### src/rtl/reqack_monitor_mc.sv
// Per-channel req/ack/done/intrpt protocol checker with sticky status and saturating counters.
// Verdicts registered on the sampling edge, visible next cycle; purely observational, no backpressure.
module reqack_monitor_mc #(
    parameter int NCH      = 4,
    parameter int MAX_ACK  = 5,
    parameter int INTR_WIN = 3,
    parameter int CNT_W    = 16
) (
    input  logic               clk,
    input  logic               reset,
    input  logic               en,
    input  logic [NCH-1:0]     req,
    input  logic [NCH-1:0]     ack,
    input  logic [NCH-1:0]     done,
    input  logic [NCH-1:0]     intrpt,
    input  logic               clr_err,
    output logic [NCH-1:0]     err_pulse,
    output logic [4*NCH-1:0]   err_sticky,
    output logic [NCH-1:0]     txn_ok,
    output logic [CNT_W-1:0]   txn_cnt,
    output logic [CNT_W-1:0]   err_cnt
);
    localparam int TW = $clog2(MAX_ACK + 1);
    localparam int IW = (INTR_WIN < 2) ? 1 : $clog2(INTR_WIN);
    localparam int SW = CNT_W + $clog2(NCH) + 1;

    localparam logic [TW-1:0] TMR_MAX   = TW'(MAX_ACK);
    localparam logic [IW-1:0] ITMR_LOAD = IW'((INTR_WIN > 0) ? INTR_WIN - 1 : 0);
    localparam logic [SW-1:0] CNT_MAX   = {{(SW-CNT_W){1'b0}}, {CNT_W{1'b1}}};

    localparam logic [1:0] IDLE      = 2'd0;
    localparam logic [1:0] WAIT_ACK  = 2'd1;
    localparam logic [1:0] WAIT_DONE = 2'd2;

    logic [1:0]       state     [NCH];
    logic [1:0]       state_nxt [NCH];
    logic [TW-1:0]    tmr       [NCH];
    logic [TW-1:0]    tmr_nxt   [NCH];
    logic             ipend     [NCH];
    logic             ipend_nxt [NCH];
    logic [IW-1:0]    itmr      [NCH];
    logic [IW-1:0]    itmr_nxt  [NCH];

    logic [4*NCH-1:0] flags;
    logic [NCH-1:0]   err_nxt;
    logic [NCH-1:0]   ok_nxt;
    logic [SW-1:0]    tsum;
    logic [SW-1:0]    esum;

    always_comb begin
        flags   = '0;
        ok_nxt  = '0;
        for (int c = 0; c < NCH; c++) begin
            state_nxt[c] = state[c];
            tmr_nxt[c]   = tmr[c];
            ipend_nxt[c] = ipend[c];
            itmr_nxt[c]  = itmr[c];
            if (!en) begin
                state_nxt[c] = IDLE;
                tmr_nxt[c]   = '0;
                ipend_nxt[c] = 1'b0;
                itmr_nxt[c]  = '0;
            end else begin
                case (state[c])
                    IDLE: begin
                        if (req[c]) begin
                            state_nxt[c] = WAIT_ACK;
                            tmr_nxt[c]   = TW'(1);
                        end
                    end
                    WAIT_ACK: begin
                        if (ack[c]) begin
                            state_nxt[c] = WAIT_DONE;
                        end else if (tmr[c] == TMR_MAX) begin
                            flags[4*c+0] = 1'b1;
                            state_nxt[c] = IDLE;
                            tmr_nxt[c]   = '0;
                        end else begin
                            tmr_nxt[c] = tmr[c] + TW'(1);
                        end
                    end
                    WAIT_DONE: begin
                        if (done[c]) ok_nxt[c] = 1'b1;
                        else         flags[4*c+1] = 1'b1;
                        state_nxt[c] = IDLE;
                        tmr_nxt[c]   = '0;
                    end
                    default: begin
                        state_nxt[c] = IDLE;
                        tmr_nxt[c]   = '0;
                    end
                endcase

                flags[4*c+2] = ack[c] & done[c];

                // The window is not re-armed by a done that arrives while one is already open
                if (ipend[c]) begin
                    if (intrpt[c]) begin
                        ipend_nxt[c] = 1'b0;
                    end else if (itmr[c] == '0) begin
                        flags[4*c+3] = 1'b1;
                        ipend_nxt[c] = 1'b0;
                    end else begin
                        itmr_nxt[c] = itmr[c] - IW'(1);
                    end
                end else if (done[c] && !intrpt[c]) begin
                    if (INTR_WIN == 0) begin
                        flags[4*c+3] = 1'b1;
                    end else begin
                        ipend_nxt[c] = 1'b1;
                        itmr_nxt[c]  = ITMR_LOAD;
                    end
                end
            end
        end

        for (int c = 0; c < NCH; c++) begin
            err_nxt[c] = |flags[4*c +: 4];
        end

        // Sums are formed wide enough for every channel firing at once, then clamped
        tsum = {{(SW-CNT_W){1'b0}}, txn_cnt};
        esum = clr_err ? '0 : {{(SW-CNT_W){1'b0}}, err_cnt};
        for (int c = 0; c < NCH; c++) begin
            tsum = tsum + SW'(ok_nxt[c]);
            esum = esum + SW'(err_nxt[c]);
        end
    end

    always_ff @(posedge clk) begin
        if (reset) begin
            for (int c = 0; c < NCH; c++) begin
                state[c] <= IDLE;
                tmr[c]   <= '0;
                ipend[c] <= 1'b0;
                itmr[c]  <= '0;
            end
            err_pulse  <= '0;
            err_sticky <= '0;
            txn_ok     <= '0;
            txn_cnt    <= '0;
            err_cnt    <= '0;
        end else begin
            for (int c = 0; c < NCH; c++) begin
                state[c] <= state_nxt[c];
                tmr[c]   <= tmr_nxt[c];
                ipend[c] <= ipend_nxt[c];
                itmr[c]  <= itmr_nxt[c];
            end
            err_pulse  <= err_nxt;
            err_sticky <= (clr_err ? '0 : err_sticky) | flags;
            txn_ok     <= ok_nxt;
            txn_cnt    <= (tsum > CNT_MAX) ? CNT_MAX[CNT_W-1:0] : tsum[CNT_W-1:0];
            err_cnt    <= (esum > CNT_MAX) ? CNT_MAX[CNT_W-1:0] : esum[CNT_W-1:0];
        end
    end
endmodule

### config.mk
export PLATFORM = sky130hd
export DESIGN_NAME = reqack_monitor_mc
export DESIGN_NICKNAME = d
export VERILOG_FILES = /design/src/rtl/reqack_monitor_mc.sv
export SDC_FILE = /design/constraint.sdc
export NUM_CORES = 1
export LEC_CHECK = 0
export BUFFER_PORTS_ARGS = -buffer_cell sky130_fd_sc_hd__buf_4
export CORE_MARGIN = 8
export CORE_UTILIZATION = 55
export DETAILED_ROUTE_END_ITERATION = 10
export GPL_ROUTABILITY_DRIVEN = 0
export HOLD_SLACK_MARGIN = 0.08
export PLACE_DENSITY = 0.79
export SYNTH_ARGS = -nofsm -noshare
export SYNTH_HDL_FRONTEND = slang
export SYNTH_SLANG_ARGS = --single-unit
### constraint.sdc
create_clock -name clk -period 4.05 [get_ports clk]
set_clock_uncertainty 0.1 [all_clocks]
set_input_delay 0.2025 -clock clk [delete_from_list [all_inputs] [get_ports clk]]
set_output_delay 0.2025 -clock clk [all_outputs]
set_load 0.02 [all_outputs]
==> impl_metrics.py <==
metrics = {
    "status": {
        "status": "complete, no violations",
    },
    "timing": {
        "period_share_pct": 89.3,
        "finalSetupViolCount": 0,
        "worstMarginPinSlew_ns": 0.718,
        "fmax_mhz": 276,
        "rsz0062_at_grt": "false",
        "fin_tns_setup_ns": 0,
        "period_minus_slack_ns": 3.62,
        "maxSlewHeadroom_pct": 52.2,
        "finalHoldViolations": 0,
        "drv_slew": 0,
    },
    "grt": {
        "grt_pass1_vias": 3485,
        "grt_pass1_wl_mm": 15.5,
        "antenna_found_initial": 0,
        "grtUsageTotal_pct": 18.4,
        "grt_overflow": 0,
        "grt_max_degree": 52,
    },
    "clock_network": {
        "root_buffer": "clkbuf_8",
        "insertion_delay_ns": 0.35,
        "ctsHtreeMaxLevel": 3,
        "clkTransAtPathRegs_ns": 0.07,
        "cts_max_path_buffers": 2,
        "tritoncts": "built",
        "cts.sinks": 88,
        "cts.repair.resized": 0,
        "cts_buffers": 9,
    },
    "die": {
        "pin_count": 76,
        "die_h_um": 102,
        "dieArea_sq_um": 10300,
        "fp.coreArea_sq_um": 7180,
        "rows": 31,
        "start_util_pct": 56.3,
        "die_w_um": 102,
    },
    "logic_synthesis": {
        "ys.flop_type": "dfxtp_1",
        "synth.avg_cell_area_sq_um": 8.80,
        "synth.top_cell.area_share_pct": 43.6,
        "async_flop_share_pct": 0,
        "yosysMostFrequentCell": "dfxtp_1",
        "synthesis.area_sq_um": 4040,
        "yosys.area.top_type": "dfxtp_1",
        "yosysSeqAreaShare_pct": 43.6,
        "synth_nets": 491,
        "ys_top_cells_by_count": "dfxtp_1, nor2_1, a21oi_1",
        "syn_inst": 459,
        "yosysWarnings": 0,
        "synth_edf_count": 0,
        "synth_cell_types": 61,
        "ys_seq_elements": 88,
        "yosys-top-cells-area": "dfxtp_1, a21oi_1, nor2_1",
    },
    "cells_and_area": {
        "nFillCells": 583,
        "final_cells": 642,
        "area_growth_pct": 22.2,
        "drive_gt1_share_pct": 19.2,
        "utilization_pct": 68.8,
        "nets": 573,
        "antenna_cells": 0,
    },
    "drt": {
        "ant_nets": 0,
        "drt_iter0_markers": 165,
        "vias_per_cell": 5.50,
        "finalWirelength_mm": 9.34,
        "drc": 0,
        "num_vias": 3529,
        "wl_per_cell_um": 14.5,
        "first_pass_iters": 4,
    },
    "worst_hold_path": {
        "min_path_type": "in -> reg",
    },
    "pwr": {
        "cellLeakagePower_nw": 1.96,
        "ir_worst_vdd_uv": 228,
        "powerDensity_nw_per_um2": 322,
    },
    "job": {
        "max_cap_violations": 0,
    },
    "worst_setup_path": {
        "cp_data_arrival_time_ns": 3.79,
        "critPathMaxFanout": 12,
        "critPathLaunchType": "input pin",
        "path_class": "in -> reg",
        "cp-end-kind": "flip-flop",
        "crit_required_ns": 4.22,
        "rrSetupSlack_ns": 0.44,
    },
    "placement": {
        "dp_hpwl_mm": 6.70,
        "dp.cells": 618,
        "io_buffers": 75,
    },
}
worst max-delay path: stages:
cell	delay (ns)
dlygate4sd3_1	0.54
buf_4	0.13
nand2b_1	0.18
nor3_1	0.09
a211o_1	0.27
a21oi_1	0.24
fa_1	0.48
fa_1	0.42
inv_1	0.08
fa_1	0.25
nand3_4	0.13
nor4_4	0.35
nand2_2	0.24
a21oi_1	0.19
routing by layer:
metal	vias to the layer above	wire length [um]	global-route usage, %
li1	1773	-	-
met1	1668	4040	20.7
met2	71	4610	32.2
met3	17	498	5.50
met4	0	191	6.30
met5	-	0	0
placed cells by master (no fill, tap or decap), types with 10 or more instances in the layout:
cell type	instances
a21oi_1	45
buf_4	77
clkbuf_8	10
dfxtp_1	88
dlygate4sd3_1	11
inv_1	23
nand2_1	37
nor2_1	48
nor2b_1	14
nor3_1	25
o21ai_0	13
xnor2_1	15
state kept, by name (all words and copies together) (netlist names):
register and flops:
err_cnt 16, err_pulse 4, err_sticky 16, ipend 4, itmr 8, state 8
tmr 12, txn_cnt 16, txn_ok 4
power breakdown:
part           switching [mW]  internal (mW)  leakage [nW]  total, mW
registers              0.0105          0.878         0.712      0.889
clock network           0.279          0.293        0.0884      0.572
logic                  0.0742         0.0565          1.16      0.131
total                   0.364           1.23          1.96       1.59
cell type report:
cell class                      count  area (sq um)  share of cell area (%)
Clock inverter                      1          30.0                   0.608
Clock buffer                       12           145                    2.94
Inverter                           23          86.3                    1.75
Tap cell                           99           124                    2.51
Timing Repair Buffer               88           688                    13.9
Sequential cell                    88          1760                    35.7
Multi-Input combinational cell    331          2100                    42.6
kinds of logic (layout without fill, tap and decap cells):
logic type,after synthesis,count (layout),synth area share [%]
buf+inv,40,124,4.37
xor+xnor,24,24,5.20
fa+ha+maj,12,12,4.83
flops,88,88,43.6
compound gates,104,104,16.2
simple gates,187,187,24.7
mux,4,4,1.11
through the flow:
step           power (mW)  setup WS [ns]  hold WS [ns]  cell area, sq um
2_1_floorplan       0.982          0.698         0.179              4040
3_3_place_gp         1.03          0.577         0.320              4650
3_5_place_dp         1.03          0.458         0.321              4650
4_1_cts              1.61          0.401         0.104              4940
5_1_grt              1.65          0.126         0.125              4940
6_report             1.59          0.432         0.117              4940
final timing paths:
| path | cells after the start | to | from |
|---|---|---|---|
| worst max-delay path | 14 | err_cnt[9]$_SDFF_PP0_ | ack[3] |
| worst min-delay path | 4 | tmr[0][2]$_SDFFE_PP0P_ | req[0] |
| worst max register to register | 14 | err_cnt[9]$_SDFF_PP0_ | itmr[3][0]$_SDFFE_PP0P_ |
| worst min register to register | 2 | tmr[0][1]$_SDFFE_PP0P_ | tmr[0][1]$_SDFFE_PP0P_ |
what timing repair did:
item,4_1_cts,5_1_grt
hold endpoints to repair,13,0
buffers inserted,0,0
hold buffers,11,0
Note: power is estimated with default switching activity, not from simulation.
